[src/rtl/dmem_responder.sv]
// -----------------------------------------------------------------------------
// dmem_responder
//
// Single-ported word memory that answers one load/store request at a time,
// with a programmable number of wait states between acceptance and completion.
//
// Request handshake: a request is taken on any rising Clk edge where
// req=1 and ready=1. The request fields are captured on that edge, so the
// initiator may change them on the following cycle. Completion is signalled
// by a one-cycle done pulse, WAIT_CYCLES+1 cycles after the accepting edge.
//
// Parameters
//   ADDR_BITS   - implemented word-address bits (2^ADDR_BITS x 16-bit words)
//   WAIT_CYCLES - wait states between accept and completion (0..15)
//
// Ports
//   Clk      in   clock, rising-edge
//   Rst      in   synchronous active-high reset
//   req      in   request valid
//   we       in   1 = store, 0 = load
//   addr     in   [15:0] word address
//   wdata    in   [15:0] store data
//   ready    out  request can be accepted this cycle
//   done     out  one-cycle completion pulse
//   rdata    out  [15:0] load data, valid with done on a load; held after
//   addr_err out  one-cycle pulse with done for an out-of-range address
// -----------------------------------------------------------------------------
module dmem_responder #(
    parameter int ADDR_BITS   = 8,
    parameter int WAIT_CYCLES = 2
) (
    input  logic        Clk,
    input  logic        Rst,
    input  logic        req,
    input  logic        we,
    input  logic [15:0] addr,
    input  logic [15:0] wdata,
    output logic        ready,
    output logic        done,
    output logic [15:0] rdata,
    output logic        addr_err
);

    localparam int         DEPTH   = 1 << ADDR_BITS;
    localparam logic [3:0] WAIT_LD = 4'(WAIT_CYCLES);

    typedef enum logic [1:0] {
        S_IDLE = 2'd0,
        S_WAIT = 2'd1,
        S_RESP = 2'd2
    } state_t;

    state_t      state, state_nxt;
    logic [3:0]  wait_cnt, wait_cnt_nxt;
    logic        accept;

    // Request captured at accept; the live inputs are ignored afterwards.
    logic [15:0] addr_q;
    logic        we_q;
    logic [15:0] wdata_q;

    // Last completed load value, presented whenever no load is completing.
    logic [15:0] rdata_q;

    logic [15:0] mem [0:DEPTH-1];

    logic                 in_range;
    logic [ADDR_BITS-1:0] index;
    logic [15:0]          load_data;
    logic                 resp_load;
    logic                 resp_store;

    // Upper address bits beyond the implemented range must all be zero.
    assign in_range  = ((addr_q >> ADDR_BITS) == 16'h0000);
    assign index     = addr_q[ADDR_BITS-1:0];
    assign load_data = in_range ? mem[index] : 16'h0000;

    // An asserted Rst aborts whatever is in flight, including a RESP cycle,
    // so the completion outputs are suppressed while it is high.
    assign resp_load  = (state == S_RESP) && !we_q;
    assign resp_store = (state == S_RESP) && we_q && in_range && !Rst;

    // -------------------------------------------------------------------------
    // Next-state logic
    // -------------------------------------------------------------------------
    always_comb begin
        state_nxt    = state;
        wait_cnt_nxt = wait_cnt;
        accept       = 1'b0;
        case (state)
            S_IDLE: begin
                if (req) begin
                    accept = 1'b1;
                    if (WAIT_CYCLES == 0) begin
                        state_nxt = S_RESP;
                    end else begin
                        state_nxt    = S_WAIT;
                        wait_cnt_nxt = WAIT_LD;
                    end
                end
            end
            S_WAIT: begin
                wait_cnt_nxt = wait_cnt - 4'd1;
                if (wait_cnt == 4'd1) begin
                    state_nxt = S_RESP;
                end
            end
            S_RESP: begin
                state_nxt = S_IDLE;
            end
            default: begin
                state_nxt    = S_IDLE;
                wait_cnt_nxt = 4'd0;
            end
        endcase
    end

    // -------------------------------------------------------------------------
    // Outputs
    // -------------------------------------------------------------------------
    always_comb begin
        ready    = (state == S_IDLE) && !Rst;
        done     = (state == S_RESP) && !Rst;
        addr_err = (state == S_RESP) && !Rst && !in_range;
        rdata    = resp_load ? load_data : rdata_q;
    end

    // -------------------------------------------------------------------------
    // Control and request registers
    // -------------------------------------------------------------------------
    always_ff @(posedge Clk) begin
        if (Rst) begin
            state    <= S_IDLE;
            wait_cnt <= 4'd0;
            addr_q   <= 16'h0000;
            we_q     <= 1'b0;
            wdata_q  <= 16'h0000;
            rdata_q  <= 16'h0000;
        end else begin
            state    <= state_nxt;
            wait_cnt <= wait_cnt_nxt;
            if (accept) begin
                addr_q  <= addr;
                we_q    <= we;
                wdata_q <= wdata;
            end
            if (resp_load) begin
                rdata_q <= load_data;
            end
        end
    end

    // -------------------------------------------------------------------------
    // Storage: not cleared by reset; written on the edge that ends RESP.
    // -------------------------------------------------------------------------
    always_ff @(posedge Clk) begin
        if (resp_store) begin
            mem[index] <= wdata_q;
        end
    end

endmodule

[config.mk]
export PLATFORM = sky130hd
export DESIGN_NAME = dmem_responder
export DESIGN_NICKNAME = d
export VERILOG_FILES = /design/src/rtl/dmem_responder.sv
export SDC_FILE = /design/constraint.sdc
export NUM_CORES = 2
export LEC_CHECK = 0
export BUFFER_PORTS_ARGS = -buffer_cell sky130_fd_sc_hd__buf_2
export CORE_UTILIZATION = 40
export DETAILED_ROUTE_END_ITERATION = 6
export MAX_ROUTING_LAYER = met4
export PLACE_DENSITY = 0.57
export SLEW_MARGIN = 20
export SYNTH_ARGS = -nofsm -noshare
export SYNTH_HDL_FRONTEND = slang
export SYNTH_SLANG_ARGS = --single-unit
[constraint.sdc]
create_clock -name Clk -period 9.9 [get_ports Clk]
set_clock_uncertainty 0.2 [all_clocks]
set_input_delay 0.495 -clock Clk [delete_from_list [all_inputs] [get_ports Clk]]
set_output_delay 0.495 -clock Clk [all_outputs]
set_load 0.02 [all_outputs]
======== Yosys cells after proc, flatten, opt, wreduce, memory -nomap -nowiden ========
Memories as Yosys holds them, arrays and structs flattened. A register that Yosys moved wholly into a read port is not among the register bits.
Index checks and enable logic that the tools add are counted.
word-level totals
  bits in registers ....................... 55
  bits in latches ......................... 0
  bits in writable memories ............... 4096
  ROM bits ................................ 0
  input bits .............................. 36
  output and inout bits ................... 19
  word-level logic and storage cells ...... 41
  memories ................................ 1
cells by class
  add/sub/neg operators ................... 1
  multiply operators ...................... 0
  divide/modulo/power cells ............... 0
  magnitude comparators ................... 0
  equal/unequal tests ..................... 5
  shift-type cells ........................ 0
  mux-type cells .......................... 13
  bitwise logic cells ..................... 1
  reductions and logical operators ........ 14
memories
  memory  words  width  rd ports  clocked after memory_dff  write ports  RTL line  text
  mem     256    16     1         1                         1            65        logic [15:0] mem [0:DEPTH-1];
operators by type and width
  operator                                          count
  two-way mux 16 bit                                2
  logical NOT 16 bit                                1
  two-way mux 8 bit                                 2
  one-hot mux 4 bit (3 select lines)                1
  logical AND 1 bit                                 7
  == test 4 x 1 -> 1 bit, second input constant     1
  two-way mux 1 bit                                 4
  two-way mux 2 bit                                 2
  two-way mux 4 bit                                 1
  != test 2 bit, second input constant              2
  one-hot mux 2 bit (2 select lines)                1
  AND reduction 2 bit                               2
  subtractor 4 x 1 -> 4 bit, second input constant  1
  logical NOT 1 bit                                 3
  == test 2 x 1 -> 1 bit, second input constant     1
  == test 2 bit, second input constant              1
  logical NOT 2 bit                                 1
  inverter 1 bit                                    1

======== Logic depth before layout (Yosys ltp) ========
  depth in word-level cells ............... 6
  gate-level depth with buffers ........... 13
  mapped depth without buffers ............ 7

======== Worst setup path before layout ========
No wires, ideal clock.
  path type ............................... reg2reg
  from .................................... register wdata_q[0]
  to ...................................... memory mem[0][0] (data pin)
  setup time .............................. 856 ps
  arrival time ............................ 3397 ps
  required time ........................... 8844 ps
  path slack .............................. 5447 ps
  stages on the path, launching flop included .. 1
  path buffers ............................ 0
  period minus slack after synthesis ...... 4453 ps
  cell sequence ........................... dfxtp_1
RTL lines
  item                    RTL line  text
  from (decl)             60        logic [15:0] wdata_q;
  from (signal assigned)  145       wdata_q <= wdata;
  to (decl)               65
Straight into the memory's write port.

==> results_dict.tcl <==
set metrics [dict create \
    synth_common_cells "edfxtp_1, mux4_2, mux2i_1, nor2_1, nand2_1" \
    clock_path_buffers 4 \
    drc 0 \
    crit_top_cell "buf_4" \
    grt_pass1_wl_mm 627 \
    route.vias.total 80300 \
    critPathMaxStageDelay_ns 1.11 \
    irDropWorstVdd_mv 0.147 \
    setup_viol 0 \
    area_growth_pct 13.7 \
    grt_pass1_vias 80300 \
    holdCritPathClass "input port to flop" \
    p_leak_nw 54.4 \
    rsz0062_at_grt "no" \
    drive_above_1_share_pct 24.1 \
    cp_slowest_cell "a2111oi_2" \
    arrival_ns 6.71 \
    track_usage_pct 22.4 \
    cp_num_cells 10 \
    fp-row-count 232 \
    min_period_over_period_pct 74.8 \
    syn-instance-count 7633 \
    cp_max_fo 58 \
    clkSinkCount 4159 \
    fin_util_pct 45.7 \
    post-cts-setup-buffers 0 \
    ys.flop_type "edfxtp_1" \
    dpl.hpwl_mm 264 \
    tightest_slew_ns 1.27 \
    power_frac_clock_pct 42.5 \
    end_kind "output pin" \
    cts.htree.levels 5 \
    async_flop_share_pct 0 \
    synthTopCellsByArea "edfxtp_1, mux4_2, mux2i_1" \
    synth_largest_area_cell "edfxtp_1" \
    ys_seq_elements 4159 \
    p_sw_share_pct 21.8 \
    slew_viol_final 0 \
    p_switching_mw 8.05 \
    max_slew_margin_pct 15.1 \
    io_pins 55 \
    drt_iter0_drc 9685 \
    die_area_sq_um 403000 \
    setup_tns_ns 0 \
    cp.required_ns 9.21 \
    die_w_microns 635 \
    ys_seq_area_share_pct 77.5 \
    wl_per_cell_microns 32.4 \
    gr-total-overflow 0 \
    clkTransAtPathRegs_ns 0.06 \
    ys_warn_count 0 \
    p_int_mw 28.9 \
    die_h_microns 635 \
    clk_latency_ns 0.99 \
    root_buffer "clkbuf_16" \
    cts_tree "done" \
    fin_nets 8148 \
    core-area_sq_um 399000 \
    hold_violations 0 \
    status "completed" \
    numCtsBuffers 421 \
    crit_family "compound AO/OA/AOI/OAI gates" \
    drt_wl_total_mm 446 \
    cp-start-kind "flop" \
    vias_per_cell 5.84 \
    critPathBufInv 3 \
    comb_power_share_pct 4.8 \
    seqPwrFrac_pct 52.7 \
    syn_area_per_cell_sq_um 21.0 \
    ant_nets 0 \
    grt_max_degree 193 \
    syn_nets 7671 \
    p_per_area_nw_per_um2 203 \
    synth_area_sq_um 160000 \
    min-delay-start "wdata[12]" \
    crit_chain "buf_4 -> nand2_2 -> buf_4 -> o22ai_1 -> nor3_1 -> or4_1 -> a2111oi_2 -> o2111ai_1 -> o21ai_1 -> buf_2" \
    start_util_pct 40.2 \
    path_class "flop to output pin" \
    io_buffers 54 \
    synth_edf_count 4096 \
    ys_types 80 \
    finalCriticalPeriod_ns 7.41 \
    gp_congestion 0.856 \
    drv_cap 0 \
    antenna_found_initial 23 \
    fmax_ghz 0.135 \
    r2r.worst_path.cells 9 \
    synth_most_common_cell "edfxtp_1" \
    yosysTopAreaCellShare_pct 76.7 \
    min_path_cells 4 \
    dr.pass1.iters 6 \
]
## state kept, by name (all words and copies together), names as in the netlist, named ones only
register,flops
mem,4096
addr_q,16
rdata_q,16
wdata_q,16
wait_cnt,4
state,2
we_q,1
## power by group through the flow
stage | combinational (mW) | clock (mW) | sequential [mW]
6_report | 1.78 | 15.7 | 19.5
3_5_place_dp | 1.78 | 0 | 19.8
2_1_floorplan | 0.996 | 0 | 20.0
5_1_grt | 1.86 | 16.6 | 19.5
3_3_place_gp | 1.75 | 0 | 19.8
4_1_cts | 1.79 | 15.9 | 19.5
## placed cells by master (no fill, tap or decap), types with 21 or more instances in the layout
cell / n
clkbuf_1: 101
dlygate4sd3_1: 35
bufinv_16: 36
dfxtp_1: 41
a22oi_1: 136
o21ai_0: 35
a21oi_1: 149
buf_2: 54
nor2_1: 280
nor3_1: 75
buf_4: 387
clkinv_2: 81
nor2_2: 37
dfxtp_4: 21
nand4_1: 28
nand2_1: 251
and2_1: 22
edfxtp_1: 4096
mux2i_1: 594
clkinv_1: 85
mux2_2: 28
clkbuf_16: 423
a211oi_1: 29
nand3_1: 69
mux4_2: 817
o22ai_1: 168
## path summary, 6_finish.rpt
kind | end | slack (ns)
max | rdata[4] | 2.49
min | wdata_q[12] | 0.11
max reg2reg | rdata_q[3] | 4.12
min reg2reg | addr_q[9] | 0.26
## cells by family after synthesis
logic type,share of synthesized area [%]
compound gates,2.83
xor+xnor,0.0109
fa+ha+maj,0.0156
buf+inv,1.61
flops,77.5
mux,15.4
simple gates,2.57
## layer usage
layer / GRT usage, % / wire (microns) / vias up / share of wire, %
met2: 35.2 / 214000 / 3436 / 48
met4: 6.67 / 15000 / 0 / 3.4
met5: - / 0 / - / 0
met3: 3.40 / 33200 / 587 / 7.4
met1: 30.4 / 183000 / 43500 / 41
li1: - / - / 32800 / -
## metrics by stage
| step | power [mW] | cells | hold slack [ns] | worst slack, ns | instance area, sq um |
|---|---|---|---|---|---|
| after detailed placement | 21.6 | 12900 | 0.252 | 3.43 | 168000 |
| after global placement | 21.6 | 12900 | 0.244 | 2.52 | 168000 |
| after CTS | 37.2 | 13700 | 0.0383 | 2.36 | 182000 |
| after global routing | 37.9 | 13700 | 0.0884 | 2.30 | 182000 |
| after floorplan | 21.0 | 7633 | 0.236 | 5.45 | 160000 |
| final | 36.9 | 13700 | 0.111 | 2.49 | 182000 |
## final cells by class
cell class | instances | area [sq um]
inverters | 9 | 40.0
clock buffers | 536 | 11100
flip-flops and latches | 4159 | 124000
diodes | 10 | 25.0
multi-input cells | 3024 | 33900
clock inverters | 247 | 2460
well taps | 5265 | 6590
repair buffers | 495 | 3890
fillers | 33000 | 217000
## timing repair
item / in CTS / in global routing
gates resized for setup: 0 / 0
hold endpoints to repair: 47 / 0
hold buffers: 35 / 0
setup endpoints to repair: 0 / 0
## worst reg2reg max path: cells and delay by family, from the launching register on
family / cells / cell delay [ns]
AOI/OAI and AO/OA: 2 / 0.64
buffers and inverters: 3 / 2.38
DFF: 1 / 0.71
muxes: 1 / 0.69
and+or+nand+nor: 3 / 1.06
No activity file was read; power rests on OpenSTA's default activity.
